--- src/rtl/sonar_varredura_uc.sv ---
// sonar_varredura_uc: control unit for the sonar sweep.
// Per servo position it triggers one echo measurement and retries on timeout
// up to MAX_RETRIES attempts. It then streams an N_BYTES serial frame, waits
// WAIT_CYCLES for the servo to settle, and steps the servo in wrap-around or
// back-and-forth mode. The byte, retry, settle-timer and position counters
// live in this block.
module sonar_varredura_uc #(
   parameter int unsigned N_BYTES     = 7,
   parameter int unsigned N_POS       = 8,
   parameter int unsigned MAX_RETRIES = 3,
   parameter int unsigned WAIT_CYCLES = 100_000_000
) (
   input  logic                                          clock,
   input  logic                                          reset,
   input  logic                                          ligar,
   input  logic                                          modo,
   input  logic                                          pronto_medida,
   input  logic                                          timeout_echo,
   input  logic                                          pronto_transmissao,
   output logic                                          medir,
   output logic                                          zera_timeout_echo,
   output logic                                          conta_timeout_echo,
   output logic                                          reset_circuito,
   output logic                                          partida_serial,
   output logic [((N_BYTES > 1) ? $clog2(N_BYTES) : 1)-1:0] indice_byte,
   output logic                                          erro_medida,
   output logic                                          conta_angulo,
   output logic [((N_POS > 1) ? $clog2(N_POS) : 1)-1:0]     posicao,
   output logic                                          direcao,
   output logic                                          fim_posicao,
   output logic [2:0]                                    db_estado
);

   localparam int unsigned IW = (N_BYTES > 1) ? $clog2(N_BYTES) : 1;
   localparam int unsigned PW = (N_POS > 1) ? $clog2(N_POS) : 1;
   localparam int unsigned RW = (MAX_RETRIES > 1) ? $clog2(MAX_RETRIES) : 1;
   localparam int unsigned TW = (WAIT_CYCLES > 1) ? $clog2(WAIT_CYCLES) : 1;

   localparam logic [IW-1:0] IDX_LAST   = IW'(N_BYTES - 1);
   localparam logic [PW-1:0] POS_LAST   = PW'(N_POS - 1);
   localparam logic [RW-1:0] RETRY_LAST = RW'(MAX_RETRIES - 1);
   localparam logic [TW-1:0] TIMER_LAST = TW'(WAIT_CYCLES - 1);

   typedef enum logic [2:0] {
      INICIAL   = 3'd0,
      TRIGGER   = 3'd1,
      AGUARDA   = 3'd2,
      PARTIDA   = 3'd3,
      TRANSMITE = 3'd4,
      PROX_BYTE = 3'd5,
      ESPERA    = 3'd6,
      GIRA      = 3'd7
   } estado_t;

   estado_t       state_q, state_d;
   logic [IW-1:0] idx_q, idx_d;
   logic [RW-1:0] retry_q, retry_d;
   logic [TW-1:0] timer_q, timer_d;
   logic [PW-1:0] pos_q, pos_d;
   logic          dir_q, dir_d;
   logic          erro_q, erro_d;

   // State and counter registers, asynchronously cleared.
   always_ff @(posedge clock or posedge reset) begin
      if (reset) begin
         state_q <= INICIAL;
         idx_q   <= '0;
         retry_q <= '0;
         timer_q <= '0;
         pos_q   <= '0;
         dir_q   <= 1'b0;
         erro_q  <= 1'b0;
      end else begin
         state_q <= state_d;
         idx_q   <= idx_d;
         retry_q <= retry_d;
         timer_q <= timer_d;
         pos_q   <= pos_d;
         dir_q   <= dir_d;
         erro_q  <= erro_d;
      end
   end

   // Next-state, counter updates and Moore outputs.
   always_comb begin
      state_d            = state_q;
      idx_d              = idx_q;
      retry_d            = retry_q;
      timer_d            = '0;  // held at zero outside ESPERA, so it is clear on entry
      pos_d              = pos_q;
      dir_d              = dir_q;
      erro_d             = erro_q;
      medir              = 1'b0;
      zera_timeout_echo  = 1'b0;
      conta_timeout_echo = 1'b0;
      reset_circuito     = 1'b0;
      partida_serial     = 1'b0;
      conta_angulo       = 1'b0;
      fim_posicao        = 1'b0;

      case (state_q)
         INICIAL: begin
            reset_circuito    = 1'b1;
            zera_timeout_echo = 1'b1;
            idx_d             = '0;
            retry_d           = '0;
            pos_d             = '0;
            dir_d             = 1'b0;
            erro_d            = 1'b0;
            if (ligar) state_d = TRIGGER;
         end
         TRIGGER: begin
            medir             = 1'b1;
            zera_timeout_echo = 1'b1;
            idx_d             = '0;
            state_d           = AGUARDA;
         end
         AGUARDA: begin
            conta_timeout_echo = 1'b1;
            if (pronto_medida) begin
               erro_d  = 1'b0;
               retry_d = '0;
               state_d = PARTIDA;
            end else if (timeout_echo) begin
               if (retry_q == RETRY_LAST) begin
                  erro_d  = 1'b1;
                  retry_d = '0;
                  state_d = PARTIDA;
               end else begin
                  retry_d = retry_q + RW'(1);
                  state_d = TRIGGER;
               end
            end
         end
         PARTIDA: begin
            partida_serial = 1'b1;
            state_d        = TRANSMITE;
         end
         TRANSMITE: begin
            if (pronto_transmissao)
               state_d = (idx_q == IDX_LAST) ? ESPERA : PROX_BYTE;
         end
         PROX_BYTE: begin
            idx_d   = idx_q + IW'(1);
            state_d = PARTIDA;
         end
         ESPERA: begin
            fim_posicao = 1'b1;
            if (timer_q != TIMER_LAST) begin
               timer_d = timer_q + TW'(1);
            end else begin
               timer_d = timer_q;
               if (ligar) state_d = GIRA;
            end
         end
         GIRA: begin
            conta_angulo = 1'b1;
            state_d      = TRIGGER;
            if (!modo) begin
               dir_d = 1'b0;
               pos_d = (pos_q == POS_LAST) ? '0 : pos_q + PW'(1);
            end else if (!dir_q) begin
               if (pos_q == POS_LAST) begin
                  dir_d = 1'b1;
                  pos_d = pos_q - PW'(1);
               end else begin
                  pos_d = pos_q + PW'(1);
               end
            end else begin
               if (pos_q == '0) begin
                  dir_d = 1'b0;
                  pos_d = PW'(1);
               end else begin
                  pos_d = pos_q - PW'(1);
               end
            end
         end
         default: state_d = INICIAL;
      endcase
   end

   assign indice_byte = idx_q;
   assign erro_medida = erro_q;
   assign posicao     = pos_q;
   assign direcao     = dir_q;
   assign db_estado   = state_q;

endmodule

--- config.mk ---
export PLATFORM = sky130hd
export DESIGN_NAME = sonar_varredura_uc
export DESIGN_NICKNAME = d
export VERILOG_FILES = /design/src/rtl/sonar_varredura_uc.sv
export SDC_FILE = /design/constraint.sdc
export NUM_CORES = 1
export LEC_CHECK = 0
export ABC_CLOCK_PERIOD_IN_PS = 4300
export CAP_MARGIN = 20
export CORE_ASPECT_RATIO = 0.5
export CORE_MARGIN = 2
export CORE_UTILIZATION = 40
export CTS_CLUSTER_DIAMETER = 50
export DETAILED_ROUTE_END_ITERATION = 12
export SYNTH_ARGS = -nofsm -noshare
export SYNTH_HDL_FRONTEND = slang
export SYNTH_SLANG_ARGS = --single-unit
--- constraint.sdc ---
create_clock -name clock -period 4.3 [get_ports clock]
set_input_delay 0.645 -clock clock [delete_from_list [all_inputs] [get_ports clock]]
set_output_delay 0.645 -clock clock [all_outputs]
set_load 0.005 [all_outputs]
==> flow_metrics.py, run 1 <==
metrics = {
    "worst_setup_path": {
        "critPathMostFrequentCell": "inv_1",
        "startpoint_type": "register",
        "critical_path.top_delay_family": "buffers and inverters",
        "cp.required_ns": 3.65,
        "critical_path_class": "register to output port",
        "worstSetupEndpoint": "fim_posicao",
        "path_buf_inv": 4,
        "cp.depth": 6,
        "startpoint": "db_estado[2]",
        "cp.arrival_ns": 2.14,
        "rr_worst_depth": 6,
        "cp_cell_sequence": "inv_1, nor2_1, nand2_1, buf_4, inv_1, clkdlybuf4s50_1",
        "end_kind": "output port",
        "critical_path.max_fanout": 28,
        "worst-r2r-setup-slack_ns": 2.11,
        "cpMaxStageDelayCell": "dfrtp_1",
        "r2r-end": "timer_q[3]",
        "cpPeakStageDelay_ns": 0.57,
        "r2r_start": "timer_q[0]",
    },
    "timing": {
        "final_max_slew_viol_count": 0,
        "fin_crit_sh_pct": 64.7,
        "rsz0062_at_grt": "no",
        "finClkSkew_ns": 0.00715,
        "hold_viol_final": 0,
        "fin_tns_setup_ns": 0,
        "worst_slack_ns": 1.52,
        "fmax_ghz": 0.360,
        "slew_headroom_pct": 49.0,
        "finalSetupViolCount": 0,
        "min_period_ns": 2.78,
        "worstMarginPinSlew_ns": 0.759,
    },
    "finish": {
        "num-nets-final": 286,
        "area_growth_syn_to_layout_pct": 17.9,
        "drive_gt1_share_pct": 6.99,
        "diodes": 0,
    },
    "cts": {
        "cts_sinks": 40,
        "cts_buffer_depth": 2,
        "insertion_delay_ns": 0.29,
        "htree_levels": 2,
        "cts_buffers": 5,
        "cts_tree": "yes",
        "post_cts_buffers": 0,
        "ctsResizeCount": 0,
        "ctsHoldBuffers": 0,
        "clk_pin_slew_ns": 0.08,
        "clk_root_buffer_cell": "clkbuf_8",
    },
    "floorplanning": {
        "num_rows": 19,
        "die_area_mm2": 0.00623,
        "start_util_pct": 41.2,
        "coreArea_mm2": 0.00542,
        "boundaryPins": 25,
        "dieWidth_um": 110,
        "die_h_um": 56.8,
    },
    "synthesis": {
        "synth.distinct_cells": 41,
        "synth-main-ff-cell": "dfrtp_1",
        "synth_edf_count": 0,
        "synthMostInstantiatedCell": "dfrtp_1",
        "synth_top_area_share_pct": 44.9,
        "syn_area_mm2": 0.00223,
        "yosys-top-cells-area": "dfrtp_1 45%, xor2_1 6.7%, nor2_1 5.9%",
        "async_reset_ff_share_pct": 100,
        "netlist_instances": 247,
        "yosys.area.top_type": "dfrtp_1",
        "seq_area_frac_synth_pct": 44.9,
        "ys_ff_latch": 40,
        "yosysWarningCount": 0,
        "synth_nets": 262,
        "avgSynthCellArea_um2": 9.03,
        "yosys-top-cells-count": "40 x dfrtp_1, 35 x nor2_1, 18 x nand2_1",
    },
    "hold_path": {
        "min_path_type": "register to register",
        "holdPathStages": 1,
    },
    "global_route": {
        "grt_pass1_wl_um": 7930,
        "grt_usage_pct": 16.1,
        "grt_max_degree": 41,
        "grt_pass1_vias": 1769,
        "antenna_found_initial": 0,
        "grt_overflow": 0,
    },
    "routing": {
        "drt_wl_total_um": 4540,
        "via_per_inst": 5.23,
        "drc": 0,
        "num_vias": 1806,
        "wl_per_cell_um": 13.2,
        "first_iter_violations": 108,
        "ant_nets": 0,
        "first_pass_iters": 4,
    },
    "outcome": {
        "status": "complete, no violations",
    },
    "power_and_ir_drop": {
        "total_power_w": 0.00101,
        "p_leak_nw": 1.09,
        "internal-power_w": 0.000685,
        "p_sw_w": 0.000321,
        "clock_power_share_pct": 25.8,
        "p_comb_share_pct": 27.5,
        "seqPwrFrac_pct": 46.7,
        "p_per_area_mw_per_mm2": 383,
        "swShare_pct": 32.0,
        "ir_drop_mv": 0.270,
    },
    "place": {
        "place.gp.congestion": 0.767,
        "portBuffers": 24,
        "dp_worst_setup_slack_ns": 1.82,
        "dpl.hpwl_um": 3170,
    },
    "job": {
        "maxCapViolCount": 0,
    },
}
layout by cell type (no fill, tap or decap), drive strengths merged, types with 3 or more instances in the layout:
| cell | netlist | routed |
|---|---|---|
| nor2 | 35 | 35 |
| xnor2 | 3 | 3 |
| clkdlybuf4s50 | 0 | 24 |
| dfrtp | 40 | 40 |
| clkbuf | 8 | 8 |
| ha | 8 | 8 |
| and3 | 6 | 6 |
| xor2 | 17 | 17 |
| nand3 | 12 | 12 |
| nand4 | 12 | 12 |
| and4 | 4 | 4 |
| nor3 | 10 | 10 |
| or2 | 3 | 3 |
| or3 | 4 | 4 |
| o21ai | 17 | 17 |
| nand2 | 18 | 18 |
| inv | 10 | 10 |
| a22o | 3 | 3 |
| a21oi | 11 | 11 |
cell families (layout without fill, tap and decap cells):
| family | count (synthesis) | after routing | synth area share [%] |
|---|---|---|---|
| AND/OR/NAND/NOR | 116 | 116 | 27.0 |
| buffers and inverters | 19 | 44 | 3.37 |
| AO/OA/AOI/OAI | 40 | 40 | 10.5 |
| XOR/XNOR | 20 | 20 | 7.85 |
| multiplexers | 4 | 4 | 1.91 |
| flip-flops | 40 | 40 | 44.9 |
| adder cells (fa/ha/maj) | 8 | 8 | 4.49 |
worst reg2reg max path, stage by stage, from the launching register on:
cell,delay [ns]
dfrtp_1,0.45
ha_1,0.28
nand3_1,0.11
or2_2,0.31
nor3_2,0.59
o21ai_0,0.20
a21oi_1,0.17
worst min path at each step:
stage          slack, ns          to       start
2_1_floorplan       0.49  retry_q[1]  retry_q[1]
5_1_grt             0.56  retry_q[1]  retry_q[1]
6_report            0.53  retry_q[1]  retry_q[1]
3_5_place_dp        0.51  retry_q[1]  retry_q[1]
4_1_cts             0.54  retry_q[1]  retry_q[1]
3_3_place_gp        0.51  retry_q[1]  retry_q[1]
per-layer routing:
metal  global-route usage (%)  vias to the layer above  wire length [um]
met2                     26.5                       30              2060
li1                         -                      916                 -
met3                     3.37                        5               163
met1                     21.3                      855              2270
met5                        0                        -                 0
met4                     5.24                        0                48
cell type report:
cell class,instances,area [um^2]
clock buffers,8,90.1
fillers,523,2790
inverters,10,37.5
multi-input cells,188,1150
flip-flops and latches,40,1000
well taps,73,91.3
repair buffers,26,255
power groups by stage:
| stage | combinational [W] | clock (W) | sequential [W] |
|---|---|---|---|
| floorplan | 0.000181 | 0 | 0.000438 |
| global placement | 0.000275 | 0 | 0.000474 |
| detailed placement | 0.000280 | 0 | 0.000477 |
| CTS | 0.000281 | 0.000265 | 0.000470 |
| global route | 0.000314 | 0.000280 | 0.000480 |
| finish | 0.000277 | 0.000259 | 0.000470 |
registers in the layout, summed over array words and instances, names as in the netlist:
signal / count
retry_q: 2
posicao: 3
timer_q: 27
db_estado: 3
indice_byte: 3
erro_medida: 1
direcao: 1
per-stage QoR:
step	hold WS (ns)	utilization [%]	cells	instance area, um^2
after global placement	0.510	46.9	337	2540
after detailed placement	0.513	46.9	337	2540
after global routing	0.564	48.5	345	2630
final	0.530	48.5	345	2630
after floorplan	0.489	-	247	2230
after CTS	0.540	48.5	345	2630
No activity file was read; power rests on OpenSTA's default activity.
==> inputs of run 2 (changes only) <==
--- a/config.mk
+++ b/config.mk
@@ -5,7 +5,7 @@
 export SDC_FILE = /design/constraint.sdc
 export NUM_CORES = 1
 export LEC_CHECK = 0
-export ABC_CLOCK_PERIOD_IN_PS = 4300
+export ABC_CLOCK_PERIOD_IN_PS = 2630
 export CAP_MARGIN = 20
 export CORE_ASPECT_RATIO = 0.5
 export CORE_MARGIN = 2
==> constraint.sdc (replaced) <==
create_clock -name clock -period 2.63 [get_ports clock]
set_input_delay 0.3945 -clock clock [delete_from_list [all_inputs] [get_ports clock]]
set_output_delay 0.3945 -clock clock [all_outputs]
set_load 0.005 [all_outputs]
==> run 2 against run 1 <==
Effect of this change: design area increased by 1.6%; via count rose by 1.7%; worst setup slack got worse by 1.2 ns; clock skew is 0.0050 ns higher; die area did not move; core utilization is 0.76 points higher; critical endpoint unchanged; largest power group unchanged.
==> flow_metrics.py, run 2 (synthesis gave the netlist of run 1 again) <==
metrics = {
    "outcome": {
        "status": "complete, no violations",
    },
    "timing": {
        "fin_crit_sh_pct": 89.7,
        "fmax_ghz": 0.424,
        "hold_viol_final": 0,
        "slew_headroom_pct": 49.6,
        "finClkSkew_ns": 0.0122,
        "worstMarginPinSlew_ns": 0.750,
        "finalSetupViolCount": 0,
        "min_period_ns": 2.36,
        "worst_slack_ns": 0.271,
        "fin_tns_setup_ns": 0,
        "final_max_slew_viol_count": 0,
        "holdWs_ns": 0.427,
        "rsz0062_at_grt": "no",
    },
    "worst_setup_path": {
        "critical_path.top_delay_family": "buffers and inverters",
        "cpMaxStageDelayCell": "dfrtp_1",
        "cpPeakStageDelay_ns": 0.58,
        "cp.required_ns": 2.24,
        "cp_cell_sequence": "inv_1, nor2_1, nand2_1, inv_1, clkdlybuf4s50_1",
        "path_buf_inv": 3,
        "startpoint_type": "register",
        "critical_path_class": "register to output port",
        "end_kind": "output port",
        "critPathMostFrequentCell": "inv_1",
        "critical_path.max_fanout": 14,
        "cp.arrival_ns": 1.96,
    },
    "finish": {
        "drive_gt1_share_pct": 8.39,
        "num-nets-final": 288,
        "nFillCells": 515,
        "multi_input_area_mm2": 0.00115,
        "final_cell_mix": "40 x dfrtp_1, 35 x nor2_1, 24 x clkdlybuf4s50_1, 18 x nand2_1",
        "fin_cells": 347,
        "seqCellArea_mm2": 0.00100,
        "final_common_cell": "dfrtp_1",
        "area_growth_syn_to_layout_pct": 19.7,
        "largest_register_ffs": 27,
        "diodes": 0,
        "largest_register": "timer_q",
    },
    "cts": {
        "cts_tree": "yes",
        "cts_buffer_depth": 2,
        "clk_root_buffer_cell": "clkbuf_8",
        "insertion_delay_ns": 0.29,
        "htree_levels": 2,
        "cts_buffers": 5,
        "clk_pin_slew_ns": 0.09,
        "ctsResizeCount": 0,
        "ctsHoldBuffers": 0,
        "post_cts_buffers": 0,
        "cts_sinks": 40,
    },
    "floorplanning": {
        "boundaryPins": 25,
        "num_rows": 19,
        "die_area_mm2": 0.00623,
        "die_h_um": 56.8,
        "dieWidth_um": 110,
        "start_util_pct": 41.2,
        "coreArea_mm2": 0.00542,
    },
    "place": {
        "dp_worst_setup_slack_ns": 0.461,
        "dpl.hpwl_um": 3190,
        "place.gp.congestion": 0.805,
        "portBuffers": 24,
        "dp.cells": 339,
    },
    "global_route": {
        "grt_overflow": 0,
        "antenna_found_initial": 0,
        "grt_usage_pct": 16.0,
        "grt_pass1_wl_um": 7890,
        "grt_pass1_vias": 1769,
        "grt_max_degree": 28,
    },
    "power_and_ir_drop": {
        "swShare_pct": 31.0,
        "seqPwrFrac_pct": 44.1,
        "clock_power_share_pct": 29.4,
        "p_per_area_mw_per_mm2": 653,
        "ir_drop_mv": 0.350,
        "total_power_w": 0.00174,
        "internal-power_w": 0.00120,
        "p_leak_nw": 1.11,
        "p_comb_share_pct": 26.6,
        "p_sw_w": 0.000541,
    },
    "routing": {
        "num_vias": 1836,
        "first_pass_iters": 4,
        "drc": 0,
        "via_per_inst": 5.29,
        "drt_wl_total_um": 4570,
        "first_iter_violations": 142,
        "ant_nets": 0,
        "wl_per_cell_um": 13.2,
    },
    "job": {
        "maxCapViolCount": 0,
    },
    "hold_path": {
        "min_path_type": "input pin to async pin",
    },
}
## run 2: final cells by class
class / count / area share (%)
Timing Repair Buffer: 28 / 10.1
Tap cell: 73 / 3.42
Clock buffer: 5 / 2.58
Clock inverter: 3 / 1.78
Multi-Input combinational cell: 188 / 43.2
Sequential cell: 40 / 37.5
Inverter: 10 / 1.41
## run 2: worst register-to-register path: stages (launching register included)
cell,delay (ns)
dfrtp_1,0.44
ha_1,0.27
nand3_1,0.12
or2_2,0.32
nor3_2,0.60
mux2i_1,0.25
nor2_1,0.05
## run 2: per-stage QoR
stage	area (um^2)	util, %
final	2670	49.3
after global routing	2670	49.3
after CTS	2670	49.3
after detailed placement	2550	47.1
after global placement	2550	47.1
after floorplan	2230	-
## run 2: final timing paths
| path | end | cells past startpoint | slack (ns) | start |
|---|---|---|---|---|
| max | fim_posicao | 5 | 0.27 | db_estado[2] |
| min | timer_q[10] | 2 | 0.43 | reset |
| max reg2reg | timer_q[1] | 6 | 0.46 | timer_q[0] |
| min in group clock | timer_q[26] | 2 | 0.54 | timer_q[26] |
| min reg2reg | timer_q[26] | 2 | 0.54 | timer_q[26] |
| max in group asynchronous | timer_q[23] | 3 | 1.59 | reset |
## run 2: power by group through the flow
stage | Sequential [W] | Clock, W | Combinational [W]
CTS | 0.000769 | 0.000529 | 0.000472
global route | 0.000783 | 0.000563 | 0.000527
finish | 0.000768 | 0.000512 | 0.000464
floorplan | 0.000715 | 0 | 0.000297
global placement | 0.000778 | 0 | 0.000468
detailed placement | 0.000781 | 0 | 0.000472
## run 2: layer usage
| metal | part of all wire (%) | global-route usage, % | up-vias | routed length, um |
|---|---|---|---|---|
| li1 | - | - | 926 | - |
| met2 | 45 | 26.6 | 30 | 2070 |
| met1 | 51 | 20.9 | 877 | 2320 |
| met4 | 0.46 | 4.34 | 0 | 21 |
| met5 | 0 | 0 | - | 0 |
| met3 | 3.5 | 3.95 | 3 | 161 |
==> inputs of run 3 (changes only) <==
--- a/config.mk
+++ b/config.mk
@@ -12,6 +12,8 @@
 export CORE_UTILIZATION = 40
 export CTS_CLUSTER_DIAMETER = 50
 export DETAILED_ROUTE_END_ITERATION = 12
+export GPL_TIMING_DRIVEN = 0
+export PLACE_DENSITY = 0.65
 export SYNTH_ARGS = -nofsm -noshare
 export SYNTH_HDL_FRONTEND = slang
 export SYNTH_SLANG_ARGS = --single-unit
==> run 3 against run 2 <==
Effect of this change: flip-flop and latch count unchanged; critical path depth decreased by 1; cell count increased by 1.4%; fmax decreased by 2.2%; clock power increased by 7.4%; largest cell class unchanged.
==> flow_metrics.py, run 3 (synthesis gave the netlist of run 1 again) <==
metrics = {
    "worst_setup_path": {
        "critPathMostFrequentCell": "clkbuf_1",
        "cpPeakStageDelay_ns": 0.50,
        "cp_cell_sequence": "clkbuf_1, clkbuf_1, and2_1, clkdlybuf4s50_1",
        "cp.required_ns": 2.24,
        "cp.arrival_ns": 2.02,
        "startpoint_type": "register",
        "critical_path_class": "register to output port",
        "end_kind": "output port",
        "cpMaxStageDelayCell": "clkdlybuf4s50_1",
        "critical_path.max_fanout": 10,
    },
    "cts": {
        "clk_pin_slew_ns": 0.08,
        "cts_buffers": 5,
        "ctsResizeCount": 0,
        "post_cts_buffers": 0,
        "insertion_delay_ns": 0.30,
        "cts_buffer_depth": 2,
        "ctsHoldBuffers": 0,
        "cts_sinks": 40,
        "cts_tree": "yes",
        "clk_root_buffer_cell": "clkbuf_8",
        "htree_levels": 2,
    },
    "global_route": {
        "use_met2_pct": 28.9,
        "antenna_found_initial": 0,
        "met3_usage_pct": 3.48,
        "grt_max_degree": 41,
        "grt_pass1_wl_um": 8330,
        "gr-usage-met1_pct": 21.8,
        "grt_overflow": 0,
        "grt_usage_pct": 16.9,
        "grt-busiest-layer": "met2",
        "grt_pass1_vias": 1868,
    },
    "timing": {
        "hold_viol_final": 0,
        "fmax_ghz": 0.415,
        "finalSetupViolCount": 0,
        "rsz0062_at_grt": "no",
        "fin_tns_setup_ns": 0,
        "final_max_slew_viol_count": 0,
        "min_period_ns": 2.41,
        "fin_crit_sh_pct": 91.7,
        "worstMarginPinSlew_ns": 0.857,
        "slew_headroom_pct": 42.4,
        "finClkSkew_ns": 0.00646,
    },
    "finish": {
        "num-nets-final": 293,
        "final_common_cell": "dfrtp_1",
        "largest_register_ffs": 27,
        "diodes": 0,
        "final_cell_mix": "40 x dfrtp_1, 35 x nor2_1, 24 x clkdlybuf4s50_1, 18 x nand2_1",
        "nFillCells": 535,
        "area_growth_syn_to_layout_pct": 20.5,
        "largest_register": "timer_q",
        "fin_cells": 352,
        "drive_gt1_share_pct": 7.53,
    },
    "hold_path": {
        "min_path_type": "register to register",
    },
    "floorplanning": {
        "start_util_pct": 41.2,
        "boundaryPins": 25,
        "coreArea_mm2": 0.00542,
        "dieWidth_um": 110,
        "die_area_mm2": 0.00623,
        "num_rows": 19,
        "die_h_um": 56.8,
    },
    "routing": {
        "drt_wl_total_um": 4770,
        "first_iter_violations": 99,
        "wl_per_cell_um": 13.6,
        "drc": 0,
        "via_per_inst": 5.44,
        "num_vias": 1916,
        "first_pass_iters": 4,
        "ant_nets": 0,
    },
    "place": {
        "dp.cells": 344,
        "dpl.hpwl_um": 3420,
        "place.gp.congestion": 0.803,
        "portBuffers": 24,
    },
    "power_and_ir_drop": {
        "p_per_area_mw_per_mm2": 671,
        "total_power_w": 0.00180,
        "p_leak_nw": 1.11,
        "ir_drop_mv": 0.328,
    },
    "job": {
        "maxCapViolCount": 0,
    },
    "outcome": {
        "status": "complete, no violations",
    },
}
run 3: layout make-up:
type                       instances  area, um^2  area share (%)
inverter                          10        37.5            1.40
buffer                             9        37.5            1.40
clock inverter                     1        30.0            1.12
tap                               73        91.3            3.40
clock buffer                       7        96.3            3.58
multi-input combinational        188        1150            43.0
sequential                        40        1000            37.2
timing repair buffer              24         240            8.93
run 3: where the power goes:
part	switching [W]	internal, W	leakage, nW
Sequential	0.0000573	0.000660	0.554
Clock	0.000215	0.000335	0.0645
Combinational	0.000280	0.000257	0.494
run 3: worst paths after layout:
check | from | to | slack (ns) | depth (start not counted)
worst min-delay path | retry_q[1] | retry_q[1] | 0.55 | 1
worst min register to register | retry_q[1] | retry_q[1] | 0.55 | 1
max in group asynchronous | reset | timer_q[0] | 1.54 | 2
min in group asynchronous | reset | retry_q[0] | 0.57 | 2
worst max register to register | timer_q[0] | timer_q[1] | 0.59 | 7
worst max-delay path | db_estado[1] | conta_timeout_echo | 0.22 | 4
run 3: critical path, delay by kind of cell (launching register included):
kind | cells | cell delay [ns]
AND/OR/NAND/NOR | 1 | 0.19
flip-flops | 1 | 0.35
buffers and inverters | 3 | 1.18
run 3: per-stage QoR:
stage	hold slack (ns)	setup WS, ns	instance area, um^2	utilization (%)
after floorplan	0.489	0.884	2230	-
after global placement	0.508	0.409	2560	47.3
after detailed placement	0.519	0.532	2560	47.3
after CTS	0.540	0.200	2690	49.6
after global routing	0.572	0.0399	2690	49.6
final	0.547	0.219	2690	49.6
run 3: routing by layer:
metal / vias up / share of wire (%)
li1: 931 / -
met5: - / 0
met2: 38 / 48
met3: 4 / 3.9
met4: 0 / 0.80
met1: 943 / 47
